$ cat src/rtl/fetch_decode_if.sv
// Bundle of instruction-memory fetch and ALU issue/redirect signals
// between the fetch/decode stage and its neighbours.
interface fetch_decode_if #(
    parameter int PC_W  = 64,
    parameter int REG_W = 4
);
    logic             imem_req;
    logic [PC_W-1:0]  imem_addr;
    logic             imem_ack;
    logic [63:0]      imem_rdata;
    logic             issue_valid;
    logic             issue_ready;
    logic [5:0]       instr;
    logic [REG_W-1:0] dst;
    logic [REG_W-1:0] src_a;
    logic [REG_W-1:0] src_b;
    logic             highlow;
    logic [31:0]      value;
    logic             illegal;
    logic [PC_W-1:0]  pc_out;
    logic             addrch;
    logic [63:0]      naddr;

    modport master (
        output imem_req, imem_addr,
        input  imem_ack, imem_rdata,
        output issue_valid, instr, dst, src_a, src_b,
        output highlow, value, illegal, pc_out,
        input  issue_ready, addrch, naddr
    );

    modport slave (
        input  imem_req, imem_addr,
        output imem_ack, imem_rdata,
        input  issue_valid, instr, dst, src_a, src_b,
        input  highlow, value, illegal, pc_out,
        output issue_ready, addrch, naddr
    );
endinterface

$ cat src/rtl/fetch_decode.sv
// Fetch/decode stage: req/ack instruction fetch, one-word prefetch buffer,
// registered ALU field decode and redirect with wrong-path squash.
module fetch_decode #(
    parameter int              PC_W     = 64,
    parameter logic [PC_W-1:0] RESET_PC = '0,
    parameter int              REG_W    = 4
) (
    input logic            clock,
    input logic            reset_n,
    fetch_decode_if.master bus
);
    typedef enum logic [1:0] {EMPTY, VALID, FULL} state_t;

    typedef struct packed {
        logic [5:0]       instr;
        logic [REG_W-1:0] dst;
        logic [REG_W-1:0] src_a;
        logic [REG_W-1:0] src_b;
        logic             highlow;
        logic [31:0]      value;
        logic             illegal;
        logic [PC_W-1:0]  pc;
    } iss_t;

    function automatic iss_t decode(input logic [63:0] w,
                                    input logic [PC_W-1:0] pc);
        iss_t d;
        d.instr   = w[63:58];
        d.dst     = REG_W'(w[57:54]);
        d.src_a   = REG_W'(w[53:50]);
        d.src_b   = REG_W'(w[49:46]);
        d.highlow = w[45];
        d.value   = w[31:0];
        d.illegal = (w[63:58] > 6'd17);
        d.pc      = pc;
        return d;
    endfunction

    state_t          state_q;
    state_t          state_d;
    logic            kill_q;
    logic            req_q;
    logic [PC_W-1:0] addr_q;
    logic [PC_W-1:0] pc_q;
    iss_t            iss_q;
    iss_t            buf_q;
    iss_t            ack_word;
    logic            xfer;
    logic            redir;
    logic            acked;
    logic            ack_ok;
    logic            busy;
    logic            start;
    logic            ld_iss;
    logic            iss_from_buf;
    logic            ld_buf;
    logic [PC_W-1:0] fetch_src;
    logic            unused_rdata;

    assign unused_rdata = ^bus.imem_rdata[44:32];

    assign xfer      = (state_q != EMPTY) && bus.issue_ready;
    assign redir     = xfer && bus.addrch;
    assign acked     = req_q && bus.imem_ack;
    assign ack_ok    = acked && !kill_q;
    assign busy      = req_q && !bus.imem_ack;
    assign ack_word  = decode(bus.imem_rdata, addr_q);
    assign fetch_src = redir ? bus.naddr[PC_W-1:0] : pc_q;

    always_ff @(posedge clock or negedge reset_n) begin
        if (!reset_n) state_q <= EMPTY;
        else          state_q <= state_d;
    end

    always_comb begin
        state_d      = state_q;
        ld_iss       = 1'b0;
        iss_from_buf = 1'b0;
        ld_buf       = 1'b0;
        if (redir) begin
            state_d = EMPTY;
        end else begin
            unique case (state_q)
                EMPTY: begin
                    if (ack_ok) begin
                        state_d = VALID;
                        ld_iss  = 1'b1;
                    end
                end
                VALID: begin
                    if (xfer) begin
                        if (ack_ok) ld_iss  = 1'b1;
                        else        state_d = EMPTY;
                    end else if (ack_ok) begin
                        state_d = FULL;
                        ld_buf  = 1'b1;
                    end
                end
                FULL: begin
                    if (xfer) begin
                        ld_iss       = 1'b1;
                        iss_from_buf = 1'b1;
                        if (ack_ok) ld_buf  = 1'b1;
                        else        state_d = VALID;
                    end
                end
                default: state_d = EMPTY;
            endcase
        end
    end

    // A slot is free unless both registers will hold a word next cycle.
    assign start = !busy && (state_d != FULL);

    always_ff @(posedge clock or negedge reset_n) begin
        if (!reset_n) begin
            req_q  <= 1'b0;
            addr_q <= '0;
            pc_q   <= RESET_PC;
            kill_q <= 1'b0;
        end else begin
            if (start) begin
                req_q  <= 1'b1;
                addr_q <= fetch_src;
                pc_q   <= fetch_src + PC_W'(1);
            end else begin
                if (acked) req_q <= 1'b0;
                if (redir) pc_q  <= bus.naddr[PC_W-1:0];
            end
            if (redir && busy) kill_q <= 1'b1;
            else if (acked)    kill_q <= 1'b0;
        end
    end

    always_ff @(posedge clock or negedge reset_n) begin
        if (!reset_n) begin
            iss_q <= '0;
            buf_q <= '0;
        end else begin
            if (ld_iss) iss_q <= iss_from_buf ? buf_q : ack_word;
            if (ld_buf) buf_q <= ack_word;
        end
    end

    assign bus.imem_req    = req_q;
    assign bus.imem_addr   = addr_q;
    assign bus.issue_valid = (state_q != EMPTY);
    assign bus.instr       = iss_q.instr;
    assign bus.dst         = iss_q.dst;
    assign bus.src_a       = iss_q.src_a;
    assign bus.src_b       = iss_q.src_b;
    assign bus.highlow     = iss_q.highlow;
    assign bus.value       = iss_q.value;
    assign bus.illegal     = iss_q.illegal;
    assign bus.pc_out      = iss_q.pc;
endmodule
$ cat src/flat_wrapper.sv
// flat-port wrapper written by rule: the top's interface ports become plain ports
module fetch_decode_flat 
#(
    parameter int              PC_W     = 64,
    parameter logic [PC_W-1:0] RESET_PC = '0,
    parameter int              REG_W    = 4
)
  (clock, reset_n, bus_imem_req, bus_imem_addr, bus_imem_ack, bus_imem_rdata, bus_issue_valid, bus_instr, bus_dst, bus_src_a, bus_src_b, bus_highlow, bus_value, bus_illegal, bus_pc_out, bus_issue_ready, bus_addrch, bus_naddr);
  fetch_decode_if #(.PC_W(PC_W), .REG_W(REG_W)) bus_i ();
  input logic clock;
  input logic reset_n;
  output wire logic [$bits(bus_i.imem_req)-1:0] bus_imem_req;
  output wire logic [$bits(bus_i.imem_addr)-1:0] bus_imem_addr;
  input wire logic [$bits(bus_i.imem_ack)-1:0] bus_imem_ack;
  input wire logic [$bits(bus_i.imem_rdata)-1:0] bus_imem_rdata;
  output wire logic [$bits(bus_i.issue_valid)-1:0] bus_issue_valid;
  output wire logic [$bits(bus_i.instr)-1:0] bus_instr;
  output wire logic [$bits(bus_i.dst)-1:0] bus_dst;
  output wire logic [$bits(bus_i.src_a)-1:0] bus_src_a;
  output wire logic [$bits(bus_i.src_b)-1:0] bus_src_b;
  output wire logic [$bits(bus_i.highlow)-1:0] bus_highlow;
  output wire logic [$bits(bus_i.value)-1:0] bus_value;
  output wire logic [$bits(bus_i.illegal)-1:0] bus_illegal;
  output wire logic [$bits(bus_i.pc_out)-1:0] bus_pc_out;
  input wire logic [$bits(bus_i.issue_ready)-1:0] bus_issue_ready;
  input wire logic [$bits(bus_i.addrch)-1:0] bus_addrch;
  input wire logic [$bits(bus_i.naddr)-1:0] bus_naddr;
  assign bus_imem_req = bus_i.imem_req;
  assign bus_imem_addr = bus_i.imem_addr;
  assign bus_i.imem_ack = bus_imem_ack;
  assign bus_i.imem_rdata = bus_imem_rdata;
  assign bus_issue_valid = bus_i.issue_valid;
  assign bus_instr = bus_i.instr;
  assign bus_dst = bus_i.dst;
  assign bus_src_a = bus_i.src_a;
  assign bus_src_b = bus_i.src_b;
  assign bus_highlow = bus_i.highlow;
  assign bus_value = bus_i.value;
  assign bus_illegal = bus_i.illegal;
  assign bus_pc_out = bus_i.pc_out;
  assign bus_i.issue_ready = bus_issue_ready;
  assign bus_i.addrch = bus_addrch;
  assign bus_i.naddr = bus_naddr;
  fetch_decode #(.PC_W(PC_W), .RESET_PC(RESET_PC), .REG_W(REG_W)) u_core (.clock(clock), .reset_n(reset_n), .bus(bus_i));
endmodule
$ cat config.mk
export PLATFORM = sky130hd
export DESIGN_NAME = fetch_decode_flat
export DESIGN_NICKNAME = d
export VERILOG_FILES = /design/src/rtl/fetch_decode_if.sv /design/src/rtl/fetch_decode.sv /design/src/flat_wrapper.sv
export SDC_FILE = /design/constraint.sdc
export NUM_CORES = 1
export LEC_CHECK = 0
export ABC_CLOCK_PERIOD_IN_PS = 6730
export CAP_MARGIN = 20
export CORE_MARGIN = 5
export CORE_UTILIZATION = 59
export CTS_BUF_LIST = sky130_fd_sc_hd__clkbuf_2 sky130_fd_sc_hd__clkbuf_4 sky130_fd_sc_hd__clkbuf_8
export DETAILED_ROUTE_END_ITERATION = 10
export GPL_TIMING_DRIVEN = 0
export PLACE_DENSITY_LB_ADDON = 0.2
export SKIP_LAST_GASP = 1
export SYNTH_ARGS = -nofsm -noshare
export SYNTH_HDL_FRONTEND = slang
export SYNTH_SLANG_ARGS = --single-unit
$ cat constraint.sdc
create_clock -name clock -period 6.73 [get_ports clock]
set_input_delay 0.673 -clock clock [delete_from_list [all_inputs] [get_ports clock]]
set_output_delay 0.673 -clock clock [all_outputs]
set_load 0.01 [all_outputs]
Yosys cells after proc, flatten, opt, wreduce, memory -nomap -nowiden
Index checks and enable logic that the tools add are counted.
Widths: inputs -> output; s select.
{ "word_totals": {"word_cells": 64, "in_bits": 133, "out_inout_bits": 182, "regBits": 364} }
{ "op_classes": {"n_addsub": 1, "muxes": 24, "n_lt_le_gt_ge": 1, "eq_ne": 3, "n_reduce_logical": 14} }
{ "ops": {"columns": ["op", "n"], "rows": [
  ["$mux 64", 2],
  ["$mux 116", 1],
  ["$add 64x1->64 const B", 1],
  ["$mux 2", 7],
  ["$mux 1", 11],
  ["$logic_and 1x1->1", 7],
  ["$gt 6x5->1 const B", 1],
  ["$pmux 2 s3", 1],
  ["$reduce_bool 2->1", 3],
  ["$logic_not 1->1", 3],
  ["$pmux 1 s3", 1],
  ["$eq 2x1->1 const B", 1],
  ["$eq 2x2->1 const B", 1],
  ["$logic_not 2->1", 1],
  ["$ne 2x2->1 const B", 1],
  ["$pmux 1 s2", 1]
]} }

Longest topological paths before layout
Gate-level depths: netlist of run 1.
{ "logic_depth": {"ltp_word": 9, "ltp_mapped": 19, "mapped_depth_nobuf": 13} }

Worst setup path before layout of run 1
OpenSTA, ideal clock, no wires.
{ "synth_path": {"path_kind": "register to register", "startpoint": "register u_core.state_q[0]", "endpoint": "register u_core.pc_q[40]", "n_path_buf": 5, "path_stages_with_launch": 19, "period_less_slack_ns": 3.799, "arrival_time_ns": 3.674, "slack_ns": 2.931, "cell_sequence": "dfrtp_1 > inv_1 > ha_1 > buf_6 > and3b_1 > buf_6 > buf_4 > buf_4 > buf_2 > mux2i_1 > inv_1 > ha_1 > nand4_1 > nor4_1 > o22ai_1 > a2111oi_4 > nand4_1 > xnor2_1 > mux2_2"} }
{ "synth_rtl": {"columns": ["item", "line_no", "text"], "rows": [
  ["from (decl)", "fetch_decode.sv:39", "state_t state_q;"],
  ["from (signal assigned)", "fetch_decode.sv:72", "else state_q <= state_d;"],
  ["$reduce_bool 2->1", "fetch_decode.sv:62", "assign xfer = (state_q != EMPTY) && bus.issue_ready;"],
  ["$logic_and 1x1->1", "fetch_decode.sv:62", null],
  ["$logic_and 1x1->1", "fetch_decode.sv:63", "assign redir = xfer && bus.addrch;"],
  ["$mux 64", "fetch_decode.sv:68", "assign fetch_src = redir ? bus.naddr[PC_W-1:0] : pc_q;"],
  ["named net u_core.fetch_src[1]", "fetch_decode.sv:57", "logic [PC_W-1:0] fetch_src;"],
  ["$add 64x1->64", "fetch_decode.sv:125", "pc_q <= fetch_src + PC_W'(1);"],
  ["$mux 64", "fetch_decode.sv:122", "if (start) begin"],
  ["to (signal assigned)", "fetch_decode.sv:125", null],
  ["to (signal assigned)", "fetch_decode.sv:128", "if (redir) pc_q <= bus.naddr[PC_W-1:0];"],
  ["to (decl)", "fetch_decode.sv:44", "logic [PC_W-1:0] pc_q;"]
]} }
The timed path passes the listed nets, and every way through them passes these cells.
A chain may end at the register's enable or synchronous reset.

Final worst setup path of run 1
{ "layout_path": {"startpoint": "register u_core.state_q[0]", "endpoint": "register u_core.pc_q[40]"} }
{ "layout_via": {"elab_chain_cells": 8} }
{ "layout_lines": {"columns": ["item", "line_no"], "rows": [
  ["parallel branches: the longest is 7 deep, another holds $add 64x1->64", null],
  ["$mux 64 *", "fetch_decode.sv:122"]
]} }
Mark *: on every way between the ends.

==> impl_metrics.tcl, run 1 <==
set metrics [dict create \
    worst-r2r-setup-slack_ns 1.59 \
    hold_viol 0 \
    final_layout_size_suffix_gt1_share_pct 16.7 \
    slowest_delay_ns 0.78 \
    whs_ns 0.506 \
    ys_warn_count 0 \
    fillers 1950 \
    max_cap_viol_count 0 \
    cp.arrival_ns 5.61 \
    p_leak_nw 8.95 \
    clock_skew_ns 0.0181 \
    drt-pass1-iter-count 6 \
    cts_tree "yes" \
    worst_pin_slew_ns 1.12 \
    yosys-top-cells-count "364 x dfrtp_1, 175 x mux2i_1, 171 x nor2_1" \
    power_density_nw_per_um2 478 \
    setup_violations 0 \
    fin_util_pct 75.9 \
    reg2reg_to "u_core.pc_q[40]" \
    period_share_pct 76.3 \
    crit_required_ns 7.20 \
    wl_mm 49.2 \
    r2r-start "u_core.state_q[0]" \
    synth.most_common_cell "dfrtp_1" \
    hold_buffers 1 \
    avgRoutedWirePerCell_um 20.3 \
    status "finished, final reports clean" \
    grt_pass1_vias 14546 \
    synth_area_um2 17500 \
    crit_start "u_core.state_q[0]" \
    num-nets-final 2115 \
    design_area_um2 22300 \
    layout_setup_ws_ns 1.59 \
    cts.sinks 364 \
    postRouteAntennaNets 0 \
    area_delta_synth_final_pct 27.8 \
    die_area_um2 33200 \
    path_clk_slew_ns 0.06 \
    slew_headroom_pct 25.4 \
    cts-root-buf "clkbuf_8" \
    avgViaCountPerCell 5.79 \
    clock_path_buffers 3 \
    drtIter0Drc 1038 \
    synth_seq_cells 364 \
    period_minus_slack_ns 5.14 \
    synthArstFlopShare_pct 100 \
    cp-endpoint "u_core.pc_q[40]" \
    initial_utilization_pct 59.4 \
    die_h_um 182 \
    grt_usage_pct 29.3 \
    synth_top_area_share_pct 52.1 \
    post_cts_buffers 0 \
    max-vdd-ir-drop_v 0.000284 \
    ys_types 63 \
    dpl_worst_slack_ns 1.30 \
    port-buffer-count 300 \
    rsz0062_at_grt "false" \
    path_max_fanout 10 \
    avgSynthCellArea_um2 10.8 \
    top_level_ports 315 \
    cts_buffers 56 \
    ys_seq_area_share_pct 52.1 \
    worstPathCellList "inv_1 > ha_1 > buf_6 > nand3b_1 > clkbuf_1 > buf_2 > mux2i_1 > inv_1 > ha_1 > nand4_1 > nor4_1 > o22ai_1 > a2111oi_4 > nand4_1 > xnor2_1 > mux2_2" \
    htree_levels 2 \
    synthCells 1613 \
    antenna_found_initial 5 \
    synth_top_cell_by_area "dfrtp_1" \
    report.power.total_mw 10.7 \
    route.detailed.drc 0 \
    crit_type "reg2reg" \
    synth_nets 1751 \
    drv_slew 0 \
    netlist_top_cells_area "dfrtp_1 52%, mux2i_1 10%, mux2_2 7.7%" \
    grt_pass1_wl_mm 78.7 \
    start_kind "flop" \
    place_area_um2 21100 \
    synthFlopType "dfrtp_1" \
    die_w_um 182 \
    grt_remaining_overflow 0 \
    core_area_um2 29400 \
    r2r_cells 16 \
    via_count 14001 \
    row_count 63 \
    clock_latency_ns 0.59 \
    timing.critical_path.slowest_stage_cell "a2111oi_4" \
    dp_hpwl_mm 35.2 \
    crit_path_end_kind "flop" \
    post_cts_resized 0 \
    grt_max_degree 127 \
    max_freq_mhz 195 \
    gp_congestion 0.970 \
    hold_path_class "reg2reg" \
    synth_edf_count 0 \
]
## layout make-up
type	instances	area, um2	share of cell area [%]
Antenna cell	3	7.51	0.0336
Clock buffer	93	1140	5.12
Clock inverter	12	88.8	0.398
Multi-Input combinational cell	1086	7460	33.4
Inverter	11	41.3	0.185
Timing Repair Buffer	306	3130	14.0
Tap cell	390	488	2.19
Buffer	152	861	3.86
Sequential cell	364	9110	40.8
## registers in the layout, summed over array words and instances, names as in the netlist, 2 cells and up
register,cells
u_core.bus.instr,6
u_core.bus.src_b,4
u_core.state_q,2
u_core.bus.value,32
u_core.bus.pc_out,64
u_core.bus.imem_addr,64
u_core.buf_q,116
u_core.bus.dst,4
u_core.bus.src_a,4
u_core.pc_q,64
## stage by stage
step	setup TNS, ns	cells
4_1_cts	0	2413
6_report	0	2417
2_1_floorplan	0	1613
5_1_grt	0	2417
3_3_place_gp	-3906.57	2303
3_5_place_dp	0	2307
## cell usage in the layout, fill, tap and decap left out, drive strengths merged, types with 3 or more instances in the layout
cell and count:
a2111oi 3, a211oi 3, a21o 4, a21oi 129, a31oi 24, and2 3
and3 9, and3b 3, buf 100, clkbuf 151, clkdlybuf4s50 299, clkinv 10
dfrtp 364, diode 3, ha 5, inv 12, mux2 119, mux2i 175
nand2 129, nand3 43, nand3b 3, nand4 23, nand4b 3, nor2 171
nor2b 4, nor3 24, nor3b 4, nor4 27, nor4b 8, o21ai 54
o22a 3, o22ai 3, or3 4, or4 4, xnor2 60, xor2 19
## how the worst min path moves through the flow
stage	from	endpoint	cells past startpoint
2_1_floorplan	reset_n	u_core.buf_q[0]	0
3_3_place_gp	u_core.buf_q[97]	u_core.buf_q[97]	1
3_5_place_dp	u_core.buf_q[65]	u_core.buf_q[65]	1
4_1_cts	u_core.buf_q[81]	u_core.buf_q[81]	1
5_1_grt	u_core.buf_q[52]	u_core.buf_q[52]	1
6_report	u_core.buf_q[109]	u_core.buf_q[109]	1
## worst max-delay path: cells and delay by family, from the launching register on
kind                       cells  cell delay (ns)
AOI/OAI and AO/OA              2             1.05
xor gates and xnor gates       1             0.18
adders and majority gates      2             0.37
buffers and inverters          5             1.34
DFF                            1             0.43
muxes                          2             0.47
and+or+nand+nor                4             1.17
## routing by layer
layer  part of all wire, %  track usage (%)
met1                    42             39.7
met5                 0.055                0
met4                   2.9             9.85
met3                   7.6             5.82
met2                    48             47.8
## cell families after synthesis
group / count (synthesis) / synth area share (%)
muxes: 294 / 17.7
AOI/OAI and AO/OA: 238 / 7.78
buffers and inverters: 163 / 5.16
adders and majority gates: 5 / 0.358
DFF: 364 / 52.1
and+or+nand+nor: 470 / 12.9
xor gates and xnor gates: 79 / 3.96
## power breakdown
| group | switching, mW | internal [mW] |
|---|---|---|
| Combinational | 2.26 | 2.34 |
| Sequential | 0.791 | 3.30 |
| Clock | 0.866 | 1.11 |
| Total | 3.92 | 6.75 |
(Power assumes the default switching activity.)
==> run 2, diff against run 1 <==
--- a/config.mk
+++ b/config.mk
@@ -5,10 +5,10 @@
 export SDC_FILE = /design/constraint.sdc
 export NUM_CORES = 1
 export LEC_CHECK = 0
-export ABC_CLOCK_PERIOD_IN_PS = 6730
+export ABC_CLOCK_PERIOD_IN_PS = 4500
 export CAP_MARGIN = 20
 export CORE_MARGIN = 5
-export CORE_UTILIZATION = 59
+export CORE_UTILIZATION = 49
 export CTS_BUF_LIST = sky130_fd_sc_hd__clkbuf_2 sky130_fd_sc_hd__clkbuf_4 sky130_fd_sc_hd__clkbuf_8
 export DETAILED_ROUTE_END_ITERATION = 10
 export GPL_TIMING_DRIVEN = 0
==> constraint.sdc (replaced) <==
create_clock -name clock -period 4.5 [get_ports clock]
set_input_delay 0.45 -clock clock [delete_from_list [all_inputs] [get_ports clock]]
set_output_delay 0.45 -clock clock [all_outputs]
set_load 0.01 [all_outputs]
==> run 2 against run 1 <==
- non-clock buffer count up 3
- flip-flop and latch count unchanged
- sequential power up 50%
- total power up 52%
- largest power group unchanged
- worst hold slack worse by 0.22 ns
- cell area up 1.3%
- routed wire length up 4.7%
- sequential share of layout area down 0.51 points
- combinational power up 49%
==> impl_metrics.tcl, run 2 (synthesis results as in run 1) <==
set metrics [dict create \
    status "finished, final reports clean" \
    top_usage_layer "met2" \
    clock_path_buffers 3 \
    path_clk_slew_ns 0.07 \
    clock_skew_ns 0.0268 \
    dpl_worst_slack_ns -0.822 \
    clock_latency_ns 0.63 \
    drt-pass1-iter-count 5 \
    layout_setup_ws_ns 0.209 \
    grt_util_met2_pct 41.6 \
    period_share_pct 95.4 \
    setup_violations 0 \
    crit_path_end_kind "flop" \
    start_kind "flop" \
    drv_slew 0 \
    row_count 69 \
    die_h_um 199 \
    top_level_ports 315 \
    largest_reg_flops 116 \
    htree_levels 2 \
    cts-root-buf "clkbuf_8" \
    postRouteAntennaNets 0 \
    max_cap_viol_count 0 \
    area_delta_synth_final_pct 29.4 \
    grt_pass1_wl_mm 80.0 \
    place_area_um2 21200 \
    gp_congestion 0.910 \
    use_met1_pct 34.8 \
    tns_ns 0 \
    power_density_nw_per_um2 719 \
    core_area_um2 35400 \
    initial_utilization_pct 49.4 \
    cts_buffers 60 \
    grt_remaining_overflow 0 \
    die_area_um2 39500 \
    max_freq_mhz 233 \
    final_common_cell "dfrtp_1" \
    max-vdd-ir-drop_v 0.000514 \
    place_inst 2379 \
    instances_no_fill 2495 \
    final_layout_size_suffix_gt1_share_pct 17.2 \
    worst_pin_slew_ns 1.11 \
    fillers 2929 \
    port-buffer-count 300 \
    crit_required_ns 4.96 \
    via_count 13882 \
    rsz0062_at_grt "false" \
    report.power.total_mw 16.3 \
    grt_pass1_vias 14301 \
    path_max_fanout 19 \
    p_leak_nw 9.03 \
    grt_usage_pct 25.5 \
    whs_ns 0.290 \
    design_area_um2 22600 \
    final_cell_mix "364 x dfrtp_1, 299 x clkdlybuf4s50_1, 174 x mux2i_1" \
    gr-usage-met3_pct 4.81 \
    hold_viol 0 \
    avgViaCountPerCell 5.56 \
    num-nets-final 2122 \
    grt_max_degree 100 \
    multi_input_area_um2 7470 \
    wl_mm 51.5 \
    cp.arrival_ns 4.75 \
    avgRoutedWirePerCell_um 20.6 \
    route.detailed.drc 0 \
    period_minus_slack_ns 4.29 \
    top_register "u_core.buf_q" \
    antenna_found_initial 2 \
    slew_headroom_pct 25.9 \
    cts.sinks 364 \
    dp_hpwl_mm 37.2 \
    drtIter0Drc 842 \
    cts_tree "yes" \
    die_w_um 199 \
    hold_path_class "in2reg" \
    regArea_um2 9110 \
    fin_util_pct 63.9 \
    crit_type "reg2reg" \
]
[run 2: area by class of cell]
type	count	area share, %
flip-flops and latches	364	40.3
repair buffers	310	14.0
well taps	461	2.55
plain buffers	151	3.82
inverters	11	0.183
clock inverters	16	0.725
clock buffers	94	5.39
diodes	2	0.0221
multi-input cells	1086	33.1
[run 2: layer usage]
layer  up-vias  wire length (um)
met2       483             24300
li1       6353                 -
met4         0              1470
met5         -                 0
met3        98              3330
met1      6948             22400
[run 2: timing repair]
action                                 4_1_cts  5_1_grt
endpoints found under the hold margin       92        0
hold buffers                                 1        0
setup endpoints to repair                   23        9
buffers inserted                             4        0
resized for setup                            3        3
pin swaps                                    1        0
[run 2: power breakdown]
group / internal [mW] / switching (mW) / leakage, nW / total, mW
Clock: 1.89 / 1.36 / 0.731 / 3.26
Sequential: 4.94 / 1.20 / 4.31 / 6.13
Combinational: 3.50 / 3.37 / 3.99 / 6.87
[run 2: final timing paths]
check / from / endpoint / slack (ns) / depth (start not counted)
setup / recovery: u_core.state_q[0] / u_core.pc_q[26] / 0.21 / 18
hold / removal: bus_issue_ready / u_core.bus.imem_addr[16] / 0.29 / 3
setup reg to reg: u_core.state_q[0] / u_core.pc_q[26] / 0.21 / 18
hold reg to reg: u_core.buf_q[52] / u_core.buf_q[52] / 0.51 / 1
max in group asynchronous: reset_n / u_core.buf_q[32] / 2.72 / 4
min in group asynchronous: reset_n / u_core.bus.value[25] / 0.42 / 2
[run 2: critical path, cell delays in order (launching register included)]
cell and delay, ns:
dfrtp_1 0.42, inv_1 0.09, ha_1 0.21, buf_6 0.14
and3b_1 0.25, buf_6 0.19, buf_4 0.24, buf_6 0.29
mux2i_2 0.16, inv_1 0.09, ha_1 0.22, nand4_1 0.15
nor4_2 0.31, nor2_2 0.15, a211o_1 0.41, buf_2 0.27
nor3_1 0.27, xnor2_1 0.15, mux2i_1 0.09
==> run 3, diff against run 2 <==
--- a/config.mk
+++ b/config.mk
@@ -8,9 +8,10 @@
 export ABC_CLOCK_PERIOD_IN_PS = 4500
 export CAP_MARGIN = 20
 export CORE_MARGIN = 5
-export CORE_UTILIZATION = 49
+export CORE_UTILIZATION = 60
 export CTS_BUF_LIST = sky130_fd_sc_hd__clkbuf_2 sky130_fd_sc_hd__clkbuf_4 sky130_fd_sc_hd__clkbuf_8
 export DETAILED_ROUTE_END_ITERATION = 10
+export DONT_BUFFER_PORTS = 1
 export GPL_TIMING_DRIVEN = 0
 export PLACE_DENSITY_LB_ADDON = 0.2
 export SKIP_LAST_GASP = 1
==> run 3 against run 2 <==
- the flow now finishes with violations (negative hold slack)
- total power fell by 12%
- sequential power rose by 6.0%
- clock power fell by 9.5%
- clock-buffer cell count rose by 7
- worst hold slack got worse by 0.72 ns
- critical path depth did not move
- clock skew fell by 0.0038 ns
- sequential share of layout area rose by 5.5 points
- non-clock buffer count fell by 240
- routed wire length fell by 5.8%
- via count fell by 5.7%
- register-to-register slack improved by 0.05 ns
- largest power group is now registers
==> impl_metrics.tcl, run 3 (synthesis results as in run 1) <==
set metrics [dict create \
    status "finished with violations" \
    violations "negative hold slack" \
    die_area_um2 32600 \
    rsz0062_at_grt "false" \
    crit_required_ns 4.95 \
    start_kind "flop" \
    num-nets-final 1880 \
    grt_pass1_wl_mm 76.8 \
    final_layout_size_suffix_gt1_share_pct 19.0 \
    drv_slew 0 \
    fin_util_pct 69.3 \
    layout_setup_ws_ns 0.257 \
    wl_mm 48.5 \
    avgRoutedWirePerCell_um 22.3 \
    dpl_worst_slack_ns -0.425 \
    clock_latency_ns 0.60 \
    worst_pin_slew_ns 1.11 \
    die_w_um 181 \
    timing.critical_path.slowest_stage_cell "dfrtp_1" \
    whs_ns -0.434 \
    max_freq_mhz 236 \
    core_area_um2 28700 \
    antenna_found_initial 0 \
    cts_tree "yes" \
    intPower_mw 8.74 \
    hold_buffers 66 \
    clock_path_buffers 3 \
    swShare_pct 38.8 \
    drt-pass1-iter-count 6 \
    n_antenna_cell 0 \
    top_register "u_core.buf_q" \
    grt_usage_pct 29.2 \
    slew_headroom_pct 25.7 \
    final_cell_mix "364 x dfrtp_1, 174 x mux2i_1, 169 x nor2_1" \
    top_level_ports 315 \
    cts.sinks 364 \
    final_common_cell "dfrtp_1" \
    hold_path_class "in2async" \
    grt_remaining_overflow 0 \
    clock_skew_ns 0.0230 \
    fillers 2167 \
    cts-root-buf "clkbuf_8" \
    route.detailed.drc 0 \
    period_share_pct 94.3 \
    design_area_um2 19900 \
    postRouteAntennaNets 0 \
    cpMostUsedCell "buf_6" \
    slowest_delay_ns 0.42 \
    report.power.total_mw 14.3 \
    crit_path_end_kind "flop" \
    row_count 62 \
    setup_violations 0 \
    initial_utilization_pct 60.9 \
    largest_reg_flops 116 \
    crit_type "reg2reg" \
    p_comb_share_pct 33.8 \
    tns_ns 0 \
    grt_pass1_vias 13336 \
    via_count 13090 \
    instances_no_fill 2171 \
    max_cap_viol_count 0 \
    cp.arrival_ns 4.70 \
    gp_congestion 0.917 \
    die_h_um 181 \
    avgViaCountPerCell 6.03 \
    place_inst 1998 \
    netSwitchingPower_mw 5.54 \
    place_area_um2 18000 \
    area_delta_synth_final_pct 13.9 \
    path_clk_slew_ns 0.07 \
    power_frac_seq_pct 45.5 \
    max-vdd-ir-drop_v 0.000345 \
    path_max_fanout 19 \
    htree_levels 2 \
    power_density_nw_per_um2 718 \
    port-buffer-count 0 \
    hold_viol 364 \
    p_leak_nw 8.01 \
    grt_max_degree 365 \
    clock_power_share_pct 20.7 \
    drtIter0Drc 1179 \
    period_minus_slack_ns 4.24 \
    dp_hpwl_mm 33.1 \
    cts_buffers 58 \
    worstPathCellList "inv_1 > ha_1 > buf_6 > and3b_1 > buf_6 > buf_4 > buf_6 > mux2i_2 > inv_1 > ha_1 > nand4_1 > nor4_2 > nor2_2 > a211o_1 > buf_2 > nor3_1 > xnor2_1 > mux2i_1" \
]
[run 3: routing by layer]
metal,vias to the layer above,part of all wire [%],GRT usage [%]
met5,-,0,0
met4,0,2.9,9.07
met3,94,9.3,7.93
met2,598,47,46.4
met1,6518,41,39.5
li1,5880,-,-
[run 3: worst paths after layout]
path	startpoint	end	slack [ns]	cells after the start
worst min-delay path	reset_n	u_core.bus.dst[0]	-0.43	0
worst min register to register	u_core.buf_q[60]	u_core.buf_q[60]	0.50	1
min in group clock	bus_naddr[20]	u_core.bus.imem_addr[20]	0.03	2
worst max-delay path	u_core.state_q[0]	u_core.pc_q[26]	0.26	18
worst max register to register	u_core.state_q[0]	u_core.pc_q[26]	0.26	18
max in group asynchronous	reset_n	u_core.pc_q[2]	4.06	0
[run 3: timing repair]
| item | in CTS | in global routing |
|---|---|---|
| gates cloned | 0 | 0 |
| endpoints found under the setup margin | 21 | 18 |
| pin swaps | 1 | 0 |
| buffers inserted | 2 | 0 |
| resized for setup | 1 | 5 |
| endpoints found under the hold margin | 430 | 364 |
[run 3: area by class of cell]
cell class	count	area [um2]	share of cell area, %
inverter	11	41.3	0.208
multi-input combinational	1086	7470	37.6
clock inverter	4	27.5	0.138
sequential	364	9110	45.8
clock buffer	101	1200	6.04
buffer	151	861	4.33
tap	384	480	2.41
timing repair buffer	70	702	3.53
[run 3: power groups by stage]
stage	Combinational, mW	Sequential (mW)	Clock, mW
finish	4.83	6.50	2.95
global placement	4.56	6.45	0
CTS	4.80	6.48	2.99
detailed placement	4.73	6.52	0
floorplan	3.73	6.07	0
global route	5.35	6.71	3.15
[run 3: worst max-delay path: cells and delay by family (launching register included)]
kind / cells / cell delay, ns
XOR/XNOR: 1 / 0.15
AND/OR/NAND/NOR: 5 / 1.12
multiplexers: 2 / 0.24
flip-flops: 1 / 0.42
AO/OA/AOI/OAI: 1 / 0.40
adder cells (fa/ha/maj): 2 / 0.43
buffers and inverters: 7 / 1.30
